==> src/rtl/seg7_scan_driver_pkg.sv <==
// Shared segment patterns (active-high, gfedcba) and idle constants for the
// 4-digit scan driver; the single source of the hex decode table.
package seg7_scan_driver_pkg;

  localparam logic [6:0] SEG_HEX_0 = 7'h3F;
  localparam logic [6:0] SEG_HEX_1 = 7'h06;
  localparam logic [6:0] SEG_HEX_2 = 7'h5B;
  localparam logic [6:0] SEG_HEX_3 = 7'h4F;
  localparam logic [6:0] SEG_HEX_4 = 7'h66;
  localparam logic [6:0] SEG_HEX_5 = 7'h6D;
  localparam logic [6:0] SEG_HEX_6 = 7'h7D;
  localparam logic [6:0] SEG_HEX_7 = 7'h07;
  localparam logic [6:0] SEG_HEX_8 = 7'h7F;
  localparam logic [6:0] SEG_HEX_9 = 7'h6F;
  localparam logic [6:0] SEG_HEX_A = 7'h77;
  localparam logic [6:0] SEG_HEX_B = 7'h7C;
  localparam logic [6:0] SEG_HEX_C = 7'h39;
  localparam logic [6:0] SEG_HEX_D = 7'h5E;
  localparam logic [6:0] SEG_HEX_E = 7'h79;
  localparam logic [6:0] SEG_HEX_F = 7'h71;

  // Idle levels in active-high sense; polarity is applied at the output register.
  localparam logic [6:0] SEG_OFF = 7'h00;
  localparam logic [3:0] AN_OFF  = 4'h0;
  localparam logic       DP_OFF  = 1'b0;

endpackage

==> src/rtl/seg7_scan_driver_hex_to_seg7.sv <==
// Combinational hex nibble to 7-segment pattern (active-high, gfedcba).
module hex_to_seg7
  import seg7_scan_driver_pkg::*;
(
  input  logic [3:0] nibble,
  output logic [6:0] seg
);

  always_comb begin
    seg = SEG_OFF;
    unique case (nibble)
      4'h0: seg = SEG_HEX_0;
      4'h1: seg = SEG_HEX_1;
      4'h2: seg = SEG_HEX_2;
      4'h3: seg = SEG_HEX_3;
      4'h4: seg = SEG_HEX_4;
      4'h5: seg = SEG_HEX_5;
      4'h6: seg = SEG_HEX_6;
      4'h7: seg = SEG_HEX_7;
      4'h8: seg = SEG_HEX_8;
      4'h9: seg = SEG_HEX_9;
      4'hA: seg = SEG_HEX_A;
      4'hB: seg = SEG_HEX_B;
      4'hC: seg = SEG_HEX_C;
      4'hD: seg = SEG_HEX_D;
      4'hE: seg = SEG_HEX_E;
      4'hF: seg = SEG_HEX_F;
    endcase
  end

endmodule

==> src/rtl/seg7_scan_driver.sv <==
// Time-multiplexed 4-digit 7-segment driver: per-frame snapshot of the display
// bus, per-slot ghost-suppression blank, registered polarity-adjusted outputs.
module seg7_scan_driver
  import seg7_scan_driver_pkg::*;
#(
  parameter int unsigned CLK_DIV      = 50000,
  parameter int unsigned BLANK_CYCLES = 500,
  parameter bit          ACTIVE_LOW   = 1'b1
) (
  input  logic        clk,
  input  logic        rst,
  input  logic [15:0] data,
  input  logic [3:0]  dot,
  output logic [3:0]  an,
  output logic [6:0]  seg,
  output logic        dp
);

  localparam int unsigned    DW       = $clog2(CLK_DIV);
  localparam logic [DW-1:0]  DIV_LAST = DW'(CLK_DIV - 1);
  localparam logic [3:0]     AN_IDLE  = AN_OFF ^ {4{ACTIVE_LOW}};
  localparam logic [6:0]     SEG_IDLE = SEG_OFF ^ {7{ACTIVE_LOW}};
  localparam logic           DP_IDLE  = DP_OFF ^ ACTIVE_LOW;

  logic [DW-1:0] div_cnt_q, div_cnt_d;
  logic [1:0]    digit_q, digit_d;
  logic [15:0]   shadow_data_q, shadow_data_d;
  logic [3:0]    shadow_dot_q, shadow_dot_d;
  logic          load_pend_q, load_pend_d;
  logic [3:0]    an_q, an_d;
  logic [6:0]    seg_q, seg_d;
  logic          dp_q, dp_d;

  logic          slot_end;
  logic          load;
  logic          blank;
  logic [3:0]    nibble;
  logic [6:0]    seg_pat;

  always_ff @(posedge clk) begin
    if (rst) begin
      div_cnt_q     <= '0;
      digit_q       <= '0;
      shadow_data_q <= '0;
      shadow_dot_q  <= '0;
      load_pend_q   <= 1'b1;
      an_q          <= AN_IDLE;
      seg_q         <= SEG_IDLE;
      dp_q          <= DP_IDLE;
    end else begin
      div_cnt_q     <= div_cnt_d;
      digit_q       <= digit_d;
      shadow_data_q <= shadow_data_d;
      shadow_dot_q  <= shadow_dot_d;
      load_pend_q   <= load_pend_d;
      an_q          <= an_d;
      seg_q         <= seg_d;
      dp_q          <= dp_d;
    end
  end

  // Snapshot happens right after reset and on the last cycle of digit 3, so a
  // whole frame is always drawn from one bus value.
  always_comb begin
    slot_end      = (div_cnt_q == DIV_LAST);
    load          = load_pend_q || (slot_end && (digit_q == 2'd3));
    div_cnt_d     = slot_end ? '0 : div_cnt_q + DW'(1);
    digit_d       = slot_end ? digit_q + 2'd1 : digit_q;
    shadow_data_d = load ? data : shadow_data_q;
    shadow_dot_d  = load ? dot : shadow_dot_q;
    load_pend_d   = 1'b0;
  end

  if (BLANK_CYCLES == 0) begin : g_noblank
    always_comb blank = 1'b0;
  end else begin : g_blank
    always_comb blank = (32'(div_cnt_q) < BLANK_CYCLES);
  end

  always_comb nibble = shadow_data_q[{digit_q, 2'b00} +: 4];

  hex_to_seg7 u_dec (
    .nibble (nibble),
    .seg    (seg_pat)
  );

  always_comb begin
    an_d  = (blank ? AN_OFF : (4'b0001 << digit_q)) ^ {4{ACTIVE_LOW}};
    seg_d = seg_pat ^ {7{ACTIVE_LOW}};
    dp_d  = shadow_dot_q[digit_q] ^ ACTIVE_LOW;
  end

  assign an  = an_q;
  assign seg = seg_q;
  assign dp  = dp_q;

endmodule

==> config.mk <==
export PLATFORM = sky130hd
export DESIGN_NAME = seg7_scan_driver
export DESIGN_NICKNAME = d
export VERILOG_FILES = /design/src/rtl/seg7_scan_driver_pkg.sv /design/src/rtl/seg7_scan_driver_hex_to_seg7.sv /design/src/rtl/seg7_scan_driver.sv
export SDC_FILE = /design/constraint.sdc
export NUM_CORES = 1
export LEC_CHECK = 0
export ABC_CLOCK_PERIOD_IN_PS = 4200
export BUFFER_PORTS_ARGS = -buffer_cell sky130_fd_sc_hd__buf_2
export CAP_MARGIN = 15
export CORE_MARGIN = 1
export CORE_UTILIZATION = 50
export CTS_BUF_LIST = sky130_fd_sc_hd__clkbuf_4
export CTS_CLUSTER_DIAMETER = 120
export DETAILED_ROUTE_END_ITERATION = 7
export GPL_TIMING_DRIVEN = 0
export PLACE_DENSITY = 0.76
export SLEW_MARGIN = 15
export SYNTH_ARGS = -nofsm -noshare
export SYNTH_HDL_FRONTEND = slang
export SYNTH_SLANG_ARGS = --single-unit
==> constraint.sdc <==
create_clock -name clk -period 4.2 [get_ports clk]
set_input_delay 0.21 -clock clk [delete_from_list [all_inputs] [get_ports clk]]
set_output_delay 0.21 -clock clk [all_outputs]
set_load 0.05 [all_outputs]
# Yosys cells after proc, flatten, opt, wreduce, memory -nomap -nowiden
# Memory sizes are Yosys's and may differ from the RTL's.
# Index checks and enable logic that the tools add are counted.
# word_totals
rom_bits,112
input_bits,22
reg_bits,51
memories,1
output_inout_bits,12
wordCells,27
# op_classes
bitwise,3
muxes,4
n_eq_ne,2
shift,2
n_reduce_logical,3
magnitude_cmp,2
add_sub_neg,2
# mem_list
name,depth,word_bits,read_ports,rd_clocked_by_memory_dff,write_ports,line,text
(no name shown),16,7,1,0,0,seg7_scan_driver_hex_to_seg7.sv:11,unique case (nibble)
# ops
op,n
$add A16 B1 Y16 const B,1
$eq A16 B16 Y1 const B,1
$lt A16 B9 Y1 const B,1
$shiftx A16 B5 Y4,1
$not A7 Y7,1
$mux W4,1
$not A4 Y4,1
$shl A1 B2 Y4 const A,1
$lt A2 B3 Y1 const B,1
$add A2 B1 Y2 const B,1
$bmux W1 S2,1
$eq A2 B2 Y1 const B,1
$mux W1,2
$reduce_or A2 Y1,1
$logic_and A1 B1 Y1,1
$logic_or A1 B1 Y1,1
$not A1 Y1,1

# Logic depth before layout (Yosys ltp)
# Gate-level depths: netlist of the first run.
# logic_depth
depth_word,3
mapped_depth,7
ltp_nobuf,6

# By module
# From an unflattened synthesis of the first run, not the netlist that was laid out.
# hier_totals
hier_cells,230
hier_area_um2,2398.6
# by_module_without_submodules
module,seq_area_each_um2,n_inst,cells_per_inst,area_each_um2
seg7_scan_driver,1021.0,1,197,2110.8
hex_to_seg7,0.0,1,33,287.8

# Least setup slack after synthesis of the first run
# No wires, ideal clock.
# synth_timing
path_type,reg-to-reg
start,register digit_q[0]
end,"register seg_q[3], in the netlist seg[3]"
path_stages_with_launch,7
synth_period_minus_slack_ns,1.998
required_ns,4.062
setup_ns,0.138
arrival_ns,1.860
slack_ns,2.202
path_buffers,1
path_cell_list,dfxtp_1 -> buf_6 -> mux4_1 -> ha_1 -> or2_0 -> a211oi_1 -> a31oi_1
# synth_via
elab_chain_len,3
# synth_lines
element,line,text
start: declaration,seg7_scan_driver.sv:26,"logic [1:0] digit_q, digit_d;"
start signal: assignment,seg7_scan_driver.sv:52,digit_q <= digit_d;
$shiftx A16 B5 Y4,seg7_scan_driver.sv:80,"always_comb nibble = shadow_data_q[{digit_q, 2'b00} +: 4];"
$mem_v2 Z16 W7,-,
$not A7 Y7 (no source line),-,
end signal: assignment,seg7_scan_driver.sv:57,seg_q <= seg_d;
end: declaration,seg7_scan_driver.sv:31,"logic [6:0] seg_q, seg_d;"
# Every way passes these cells.
# A chain may end at the register's enable or synchronous reset.

# Worst setup path after layout of the first run
# Same ends and word-level chain as after synthesis.

==> results of run 1 <==
[how the worst max path moves through the flow]
| stage | startpoint | endpoint | slack (ps) |
|---|---|---|---|
| floorplan | digit_q[0] | seg[3] | 2200 |
| finish | digit_q[0] | seg[3] | 1970 |
| global route | digit_q[1] | seg[3] | 1820 |
| global placement | digit_q[0] | seg[3] | 2010 |
| CTS | digit_q[0] | seg[3] | 1960 |
| detailed placement | digit_q[0] | seg[3] | 2000 |
[cell families after synthesis]
kind of cell | after synthesis
simple gates | 104
flops | 51
mux | 30
buf+inv | 20
compound gates | 18
xor+xnor | 13
fa+ha+maj | 11
[cells in the mapped netlist]
| library cell | instances |
|---|---|
| nand2_1 | 55 |
| dfxtp_1 | 51 |
| mux2i_1 | 23 |
| nor2_1 | 17 |
| ha_1 | 11 |
| xnor2_1 | 8 |
| clkbuf_1 | 7 |
| inv_1 | 6 |
| nand3_1 | 6 |
| nand4_1 | 5 |
| xor2_1 | 5 |
| a21oi_1 | 4 |
| and3_1 | 4 |
| mux4_1 | 3 |
| nor3_1 | 3 |
| nor4_1 | 3 |
| a31oi_1 | 2 |
| and4_1 | 2 |
| buf_2 | 2 |
| buf_4 | 2 |
| buf_6 | 2 |
| mux4_2 | 2 |
| o211ai_1 | 2 |
| o21ai_0 | 2 |
| o221ai_1 | 2 |
| a211oi_1 | 1 |
| and2_1 | 1 |
| and4b_1 | 1 |
| buf_1 | 1 |
| mux2_2 | 1 |
| mux2_4 | 1 |
| nand2b_1 | 1 |
| nor4bb_1 | 1 |
| o211ai_2 | 1 |
| o21ai_1 | 1 |
| o2bb2ai_1 | 1 |
| o311ai_1 | 1 |
| o41ai_1 | 1 |
| or2_0 | 1 |
| or2_2 | 1 |
| or2_4 | 1 |
| or3_1 | 1 |
| or3b_1 | 1 |
[metrics by stage]
step / total power, mW / utilization, % / cell area, um^2 / setup slack (ps)
2_1_floorplan: 0.609 / - / 2360 / 2200
5_1_grt: 0.881 / 59.4 / 2640 / 1820
6_report: 0.845 / 59.4 / 2640 / 1970
3_5_place_dp: 0.641 / 58.2 / 2590 / 2000
4_1_cts: 0.851 / 59.4 / 2640 / 1960
3_3_place_gp: 0.638 / 58.2 / 2590 / 2010
[cell type report]
type                    instances  area share, %
flip-flops and latches         51           38.7
well taps                      52           2.47
plain buffers                  14           2.94
multi-input cells             176           46.8
clock buffers                   6           1.71
repair buffers                 33           6.26
inverters                       6          0.853
clock inverters                 2          0.284
[registers in the layout, indices dropped and copies added (netlist names)]
name           cells
an                 4
load_pend_q        1
seg                7
shadow_data_q     16
dp                 1
div_cnt_q         16
digit_q            2
shadow_dot_q       4
[power by group through the flow]
stage | clock (mW) | combinational (mW) | sequential, mW
after floorplan | 0 | 0.0601 | 0.549
after global placement | 0 | 0.113 | 0.525
after detailed placement | 0 | 0.115 | 0.526
after CTS | 0.221 | 0.115 | 0.515
after global routing | 0.238 | 0.126 | 0.518
final | 0.216 | 0.114 | 0.515
[layer usage]
metal / routed length (um) / share of wire [%] / vias up
met3: 193 / 4.7 / 11
met4: 115 / 2.8 / 0
li1: - / - / 926
met2: 1840 / 45 / 47
met1: 1970 / 48 / 784
met5: 0 / 0 / -
[cells in the final DEF, fill, tap and decap left out, types with 3 or more instances in the layout]
cell type,count
a21oi_1,4
and3_1,4
buf_2,35
clkbuf_1,7
clkbuf_4,6
dfxtp_1,51
ha_1,11
inv_1,6
mux2i_1,23
mux4_1,3
nand2_1,55
nand3_1,6
nand4_1,5
nor2_1,17
nor3_1,3
nor4_1,3
xnor2_1,8
xor2_1,5
==> results.md, run 1 <==
* GR Layer Usage met2 at 28.8%
* Post-synthesis mux area share at 16.1%
* Mapped Area at 0.00236 mm^2
* Compound-Gate Fraction of Synth Area at 5.36%
* Unrepaired setup endpoints after global routing: false
* Flip-flop and latch area at 0.00102 mm^2
* Vias in the first global route at 1689
* Post-Route Setup TNS at 0 ps
* Maximum Capacitance Violations at 0
* CP max FO at 7
* Final Setup Violations at 0
* Yosys reg bits at 51
* Total track usage at 18.1%
* Area delta synth->final at 12.0%
* Die Y at 70.6 um
* I/O Buffers at 33
* DRT iter0 DRCs at 101
* Final hold vios at 0
* Post-synthesis sequential area ratio at 43.3%
* Reg2reg path depth at 6
* Hold path endpoint: load_pend_q
* Cell Count, Final, Fillers Out at 340
* Post-Synthesis Cells at 247
* Crit. path cell count at 6
* Max VDD drop at 0.183 mV
* Inst Count DP at 332
* Status: finished with violations
* Hold Buf Count CTS at 0
* Cells along the critical path: buf_6 -> mux4_1 -> ha_1 -> or2_0 -> a211oi_1 -> a31oi_1
* Hold Slack at 48.6 ps
* Reg2Reg Capture Point: seg[3]
* H-tree levels at 2
* Synth unique cells at 43
* Worst Hold Path Cells at 1
* Top cells by area, synth: dfxtp_1, mux2i_1, nand2_1
* Pwr dens at 320 mW/mm^2
* Synth warn at 0
* Layout Nets at 320
* Boundary pin count at 34
* Die X at 70.6 um
* Logic pwr share at 13.5%
* Failing checks: DRC
* Post-Synth Simple-Gate Area at 20.2%
* Max Fclk at 0.448 GHz
* Reg2Reg Launch Point: digit_q[0]
* Max-slew violations at 0
* NetSw at 0.227 mW
* CP Launch Type: flop
* Antenna cells at 0
* Initial antenna violation count at 0
* Initial core utilization at 53.0%
* Multi-input logic area at 0.00123 mm^2
* Crit end category: flop
* Vias at 1768
* GR peak layer: met2
* Slowest stage delay, CP at 670 ps
* CTS tree: done
* WP buf/inv at 1
* Post-DP HPWL at 2990 um
* FF-to-FF setup slack at 1970 ps
* # resized after CTS at 0
* CTS sink cnt at 51
* Worst Skew at 5.42 ps
* Vias per inst at 5.20
* Post-synth top area cell: dfxtp_1
* HP Start: rst
* Synth top area share at 43.3%
* Proportion of layout cells with a drive suffix above 1 at 18.1%
* Global-route wire length before repair at 7170 um
* Clock Path Buffers at 2
* Syn Area/Cell at 9.54 um^2
* Clk root buf: clkbuf_4
* Global route overflow at 0
* Critical path class: flop to flop
* Max-slew headroom at 68.3%
* Leak at 1.09 nW
* Post-Syn Nets at 280
* CP Data Arrival Time at 2470 ps
* Placer Congestion at 0.789
* FP Rows at 24
* Num CTS Buffers at 5
* Wirelength per Cell at 12.1 um
* Core Footprint at 0.00444 mm^2
* Met1 GRT Util at 23.4%
* Worst-path clk slew at 130 ps
* Worst slew pin tran at 472 ps
* Pin count of the biggest net entering global routing at 15
* Drt pass-1 iters at 6
* Die area at 0.00499 mm^2
* XOR/XNOR share of the synthesized area at 4.83%
* DR DRC count at 4
* Top delay family on crit path: multiplexers
* Final ANT Viol Nets at 0
* Adder-cell share of the synthesized area at 5.84%
* Met3 usage at 3.28%
* Clock power frac at 25.5%
* Post-Route WL at 4120 um
* Clock latency on the worst-skew pair at 360 ps
* Switching Share at 26.9%
* Share of power burned in registers at 61.0%
* Worst Hold Class: input port to flop
* Fin crit period at 2230 ps
* Combinational family with the most area after synthesis: simple AND/OR/NAND/NOR gates
* Fin crit share at 53.1%
* Slowest-stage cell, CP: mux4_1
* Layout fillers at 409
* Internal power at 0.618 mW
* Worst EP required at 4440 ps
* Setup Fix Bufs, Post-CTS at 0
(Power assumes the default switching activity.)
==> run 2, diff against run 1 <==
Settings changed: ABC_CLOCK_PERIOD_IN_PS 4200 to 2000, PLACE_DENSITY 0.76 to 0.79.
Clock period 4.2 ns to 2 ns, I/O delays scaled along.
==> run 2 against run 1 <==
The flow still finishes with violations (DRC); clock skew increased by 15 ps; critical endpoint unchanged; via count up 8.8%; critical path depth did not move; final cell count increased by 7.9%.
==> results.md, run 2 (synthesis results as in run 1) <==
* Max Fclk at 0.512 GHz
* Max-slew headroom at 66.9%
* H-tree levels at 2
* Die Y at 70.6 um
* Worst EP required at 2260 ps
* Maximum Capacitance Violations at 0
* Global route overflow at 0
* Antenna cells at 0
* Clk root buf: clkbuf_4
* Failing checks: DRC
* Fin crit share at 97.6%
* Overall power at 1.81 mW
* Leak at 1.21 nW
* Num CTS Buffers at 5
* Post-Route WL at 4870 um
* Layout fillers at 351
* Post-Route Setup TNS at 0 ps
* CTS sink cnt at 51
* Crit end category: flop
* Final hold vios at 0
* Critical path class: flop to flop
* Worst Skew at 20.8 ps
* Vias at 1924
* Hold Slack at 452 ps
* Status: finished with violations
* Pwr dens at 621 mW/mm^2
* DR DRC count at 4
* CP max FO at 6
* Clock latency on the worst-skew pair at 380 ps
* Most frequent cells in the layout: nand2_1, dfxtp_1, buf_2
* Wirelength per Cell at 13.3 um
* Final Setup Violations at 0
* Initial antenna violation count at 0
* I/O Buffers at 33
* Multi-input logic area at 0.00124 mm^2
* DP Worst Slack at -190 ps
* Inst Count DP at 332
* Die X at 70.6 um
* Placer Congestion at 0.835
* FP Rows at 24
* Vias per inst at 5.24
* Boundary pin count at 34
* Core Footprint at 0.00444 mm^2
* Area delta synth->final at 23.5%
* CP Launch Type: flop
* Clock Path Buffers at 2
* Total track usage at 20.1%
* PnR worst setup slack at 48.0 ps
* Fin crit period at 1950 ps
* CP Data Arrival Time at 2210 ps
* Initial core utilization at 53.0%
* Layout Nets at 348
* Global-route wire length before repair at 7770 um
* Post-DP HPWL at 2950 um
* Proportion of layout cells with a drive suffix above 1 at 21.6%
* DRT iter0 DRCs at 177
* Max VDD drop at 0.448 mV
* Worst Hold Class: input port to flop
* Vias in the first global route at 1804
* Final ANT Viol Nets at 0
* Max-slew violations at 0
* Worst slew pin tran at 497 ps
* Flip-flop and latch area at 0.00102 mm^2
* CTS tree: done
* Worst-path clk slew at 150 ps
* Cell Count, Final, Fillers Out at 367
* Pin count of the biggest net entering global routing at 15
* Drt pass-1 iters at 6
* Die area at 0.00499 mm^2
* Most common cell after layout, fill and taps aside: nand2_1
-- run 2: stage by stage --
step	utilization [%]	area [um^2]
2_1_floorplan	-	2360
3_3_place_gp	58.2	2590
3_5_place_dp	58.2	2590
4_1_cts	64.1	2850
5_1_grt	65.5	2910
6_report	65.5	2910
-- run 2: report_power, final --
part	total (mW)	switching (mW)	internal, mW	leakage, nW
Sequential	1.08	0.0204	1.06	0.419
Clock	0.435	0.310	0.125	0.0285
Combinational	0.288	0.163	0.125	0.758
-- run 2: cell type report --
type                       count  area share (%)
clock inverter                 2           0.301
sequential                    51            35.1
timing repair buffer          61            14.7
inverter                       6           0.774
tap                           52            2.24
buffer                        14            2.88
clock buffer                   5            1.29
multi-input combinational    176            42.7
-- run 2: layer usage --
layer / vias up / global-route usage [%] / part of all wire [%]
met3: 8 / 3.70 / 3.8
met4: 0 / 8.67 / 1.8
met2: 43 / 35.4 / 47
li1: 981 / - / -
met5: - / 0 / 0
met1: 892 / 24.1 / 47
-- run 2: worst max-delay path, stage by stage, from the launching register on --
cell,delay (ps)
dfxtp_2,390
buf_8,130
mux4_2,590
ha_4,220
or2_0,220
a211oi_1,210
a31oi_1,60
-- run 2: what timing repair did --
| item | CTS | global route |
|---|---|---|
| hold buffers | 21 | 0 |
| setup buffers | 0 | 7 |
| endpoints found under the setup margin | 5 | 14 |
| resized for setup | 6 | 6 |
| endpoints found under the hold margin | 24 | 0 |
| pin swaps | 0 | 2 |
-- run 2: worst paths after layout --
kind | start | cells after the start | to | slack (ps)
setup / recovery | digit_q[0] | 6 | seg[3] | 50
hold / removal | rst | 2 | load_pend_q | 450
setup reg to reg | digit_q[0] | 6 | seg[3] | 50
hold reg to reg | shadow_dot_q[0] | 2 | shadow_dot_q[0] | 460
==> run 3, diff against run 2 <==
Settings changed: CORE_UTILIZATION 50 to 53, PLACE_DENSITY 0.79 to 0.83, TNS_END_PERCENT from default to 30.
==> run 3 against run 2 <==
The run now ends clean; total power grew 0.75%; register-to-register slack better by 20 ps; non-clock buffer count is 3 lower; clock skew down 8.6 ps; routed wire length fell by 1.3%; clock-buffer cell count increased by 1; via count rose by 1.6%; largest power group unchanged; setup slack gained 22 ps; critical path depth unchanged; sequential share of layout area up 0.15 points; largest cell class unchanged.
==> results.md, run 3 (synthesis results as in run 1) <==
* Core Footprint at 0.00414 mm^2
* Placer Congestion at 0.826
* Pin count of the biggest net entering global routing at 15
* GR Layer Usage met2 at 39.1%
* Vias at 1955
* Final hold vios at 0
* Fin crit share at 96.5%
* Status: completed
* GR peak layer: met2
* Critical path class: flop to flop
* Crit end category: flop
* I/O Buffers at 33
* Clock Path Buffers at 2
* Post-Route Setup TNS at 0 ps
* Post-Route WL at 4800 um
* CP Launch Type: flop
* Num CTS Buffers at 5
* FP Rows at 23
* Max-slew violations at 0
* Initial antenna violation count at 0
* Worst Hold Class: input port to flop
* Vias in the first global route at 1810
* Overall power at 1.82 mW
* NetSw at 0.490 mW
* Final Setup Violations at 0
* Layout Nets at 345
* Max-slew headroom at 66.3%
* Worst-path clk slew at 140 ps
* Inst Count DP at 330
* Wirelength per Cell at 13.2 um
* Global-route wire length before repair at 7800 um
* Boundary pin count at 34
* Met1 GRT Util at 27.4%
* Vias per inst at 5.39
* Total track usage at 23.2%
* Global route overflow at 0
* Die X at 68.7 um
* Pwr dens at 628 mW/mm^2
* Max Fclk at 0.518 GHz
* Share of power burned in registers at 59.5%
* Cell Count, Final, Fillers Out at 363
* Area delta synth->final at 23.0%
* Internal power at 1.33 mW
* Die Y at 68.7 um
* Post-DP HPWL at 3050 um
* Most frequent cells in the layout: nand2_1, dfxtp_1, buf_2
* Met3 usage at 6.41%
* Leak at 1.19 nW
* CP max FO at 5
* Antenna cells at 0
* Maximum Capacitance Violations at 0
* CP Data Arrival Time at 2180 ps
* Initial core utilization at 56.9%
* Max VDD drop at 0.419 mV
* Worst Skew at 12.2 ps
* Worst EP required at 2250 ps
* Proportion of layout cells with a drive suffix above 1 at 21.1%
* DRT iter0 DRCs at 119
* DR DRC count at 0
* Switching Share at 26.9%
* Hold Slack at 465 ps
* Clk root buf: clkbuf_4
* Most common cell after layout, fill and taps aside: nand2_1
* Clock latency on the worst-skew pair at 370 ps
* Die area at 0.00472 mm^2
* Drt pass-1 iters at 4
* CTS tree: done
* Clock power frac at 24.9%
* CTS sink cnt at 51
* Final ANT Viol Nets at 0
* Logic pwr share at 15.6%
* Worst slew pin tran at 506 ps
* H-tree levels at 2
* Unrepaired setup endpoints after global routing: true
* Fin crit period at 1930 ps
run 3: final timing paths:
kind	from	end	slack (ps)	cells after the start
setup reg to reg	digit_q[0]	seg[3]	70	6
hold / removal	rst	load_pend_q	460	2
setup / recovery	digit_q[0]	seg[3]	70	6
hold reg to reg	shadow_dot_q[3]	shadow_dot_q[3]	470	2
run 3: layout make-up:
cell class              instances  area [um^2]
repair buffers                 58          405
well taps                      50         62.6
fillers                       318         1250
flip-flops and latches         51         1020
multi-input cells             176         1250
plain buffers                  14         83.8
clock buffers                   6         45.0
clock inverters                 2         7.51
inverters                       6         22.5
run 3: worst max-delay path, cell delays in order, from the launching register on:
cell and delay (ps):
dfxtp_2 370, buf_8 120, mux4_2 590, ha_4 210, or2_0 220, a211oi_1 230, a31oi_1 60
run 3: timing repair:
| action | 4_1_cts | 5_1_grt |
|---|---|---|
| cloned | 0 | 0 |
| buffers inserted | 1 | 3 |
| hold buffers | 21 | 0 |
| resized for setup | 5 | 8 |
| pin swaps | 0 | 1 |
| endpoints found under the hold margin | 24 | 0 |
| endpoints found under the setup margin | 6 | 15 |
run 3: power by group through the flow:
stage	Combinational [mW]	Clock (mW)	Sequential, mW
floorplan	0.126	0	1.15
global placement	0.234	0	1.10
detailed placement	0.241	0	1.10
CTS	0.274	0.466	1.08
global route	0.311	0.512	1.09
finish	0.284	0.453	1.08
run 3: per-layer routing:
metal	up-vias	part of all wire (%)
li1	979	-
met1	904	44
met2	59	49
met3	13	4.7
met4	0	2.5
met5	-	0
run 3: stage by stage:
step | utilization [%] | area, um^2 | setup WS [ps]
2_1_floorplan | - | 2360 | 2.07
3_3_place_gp | 62.3 | 2580 | -138
3_5_place_dp | 62.3 | 2580 | -192
4_1_cts | 68.8 | 2850 | 3.91
5_1_grt | 69.9 | 2900 | -15.1
6_report | 69.9 | 2900 | 69.9
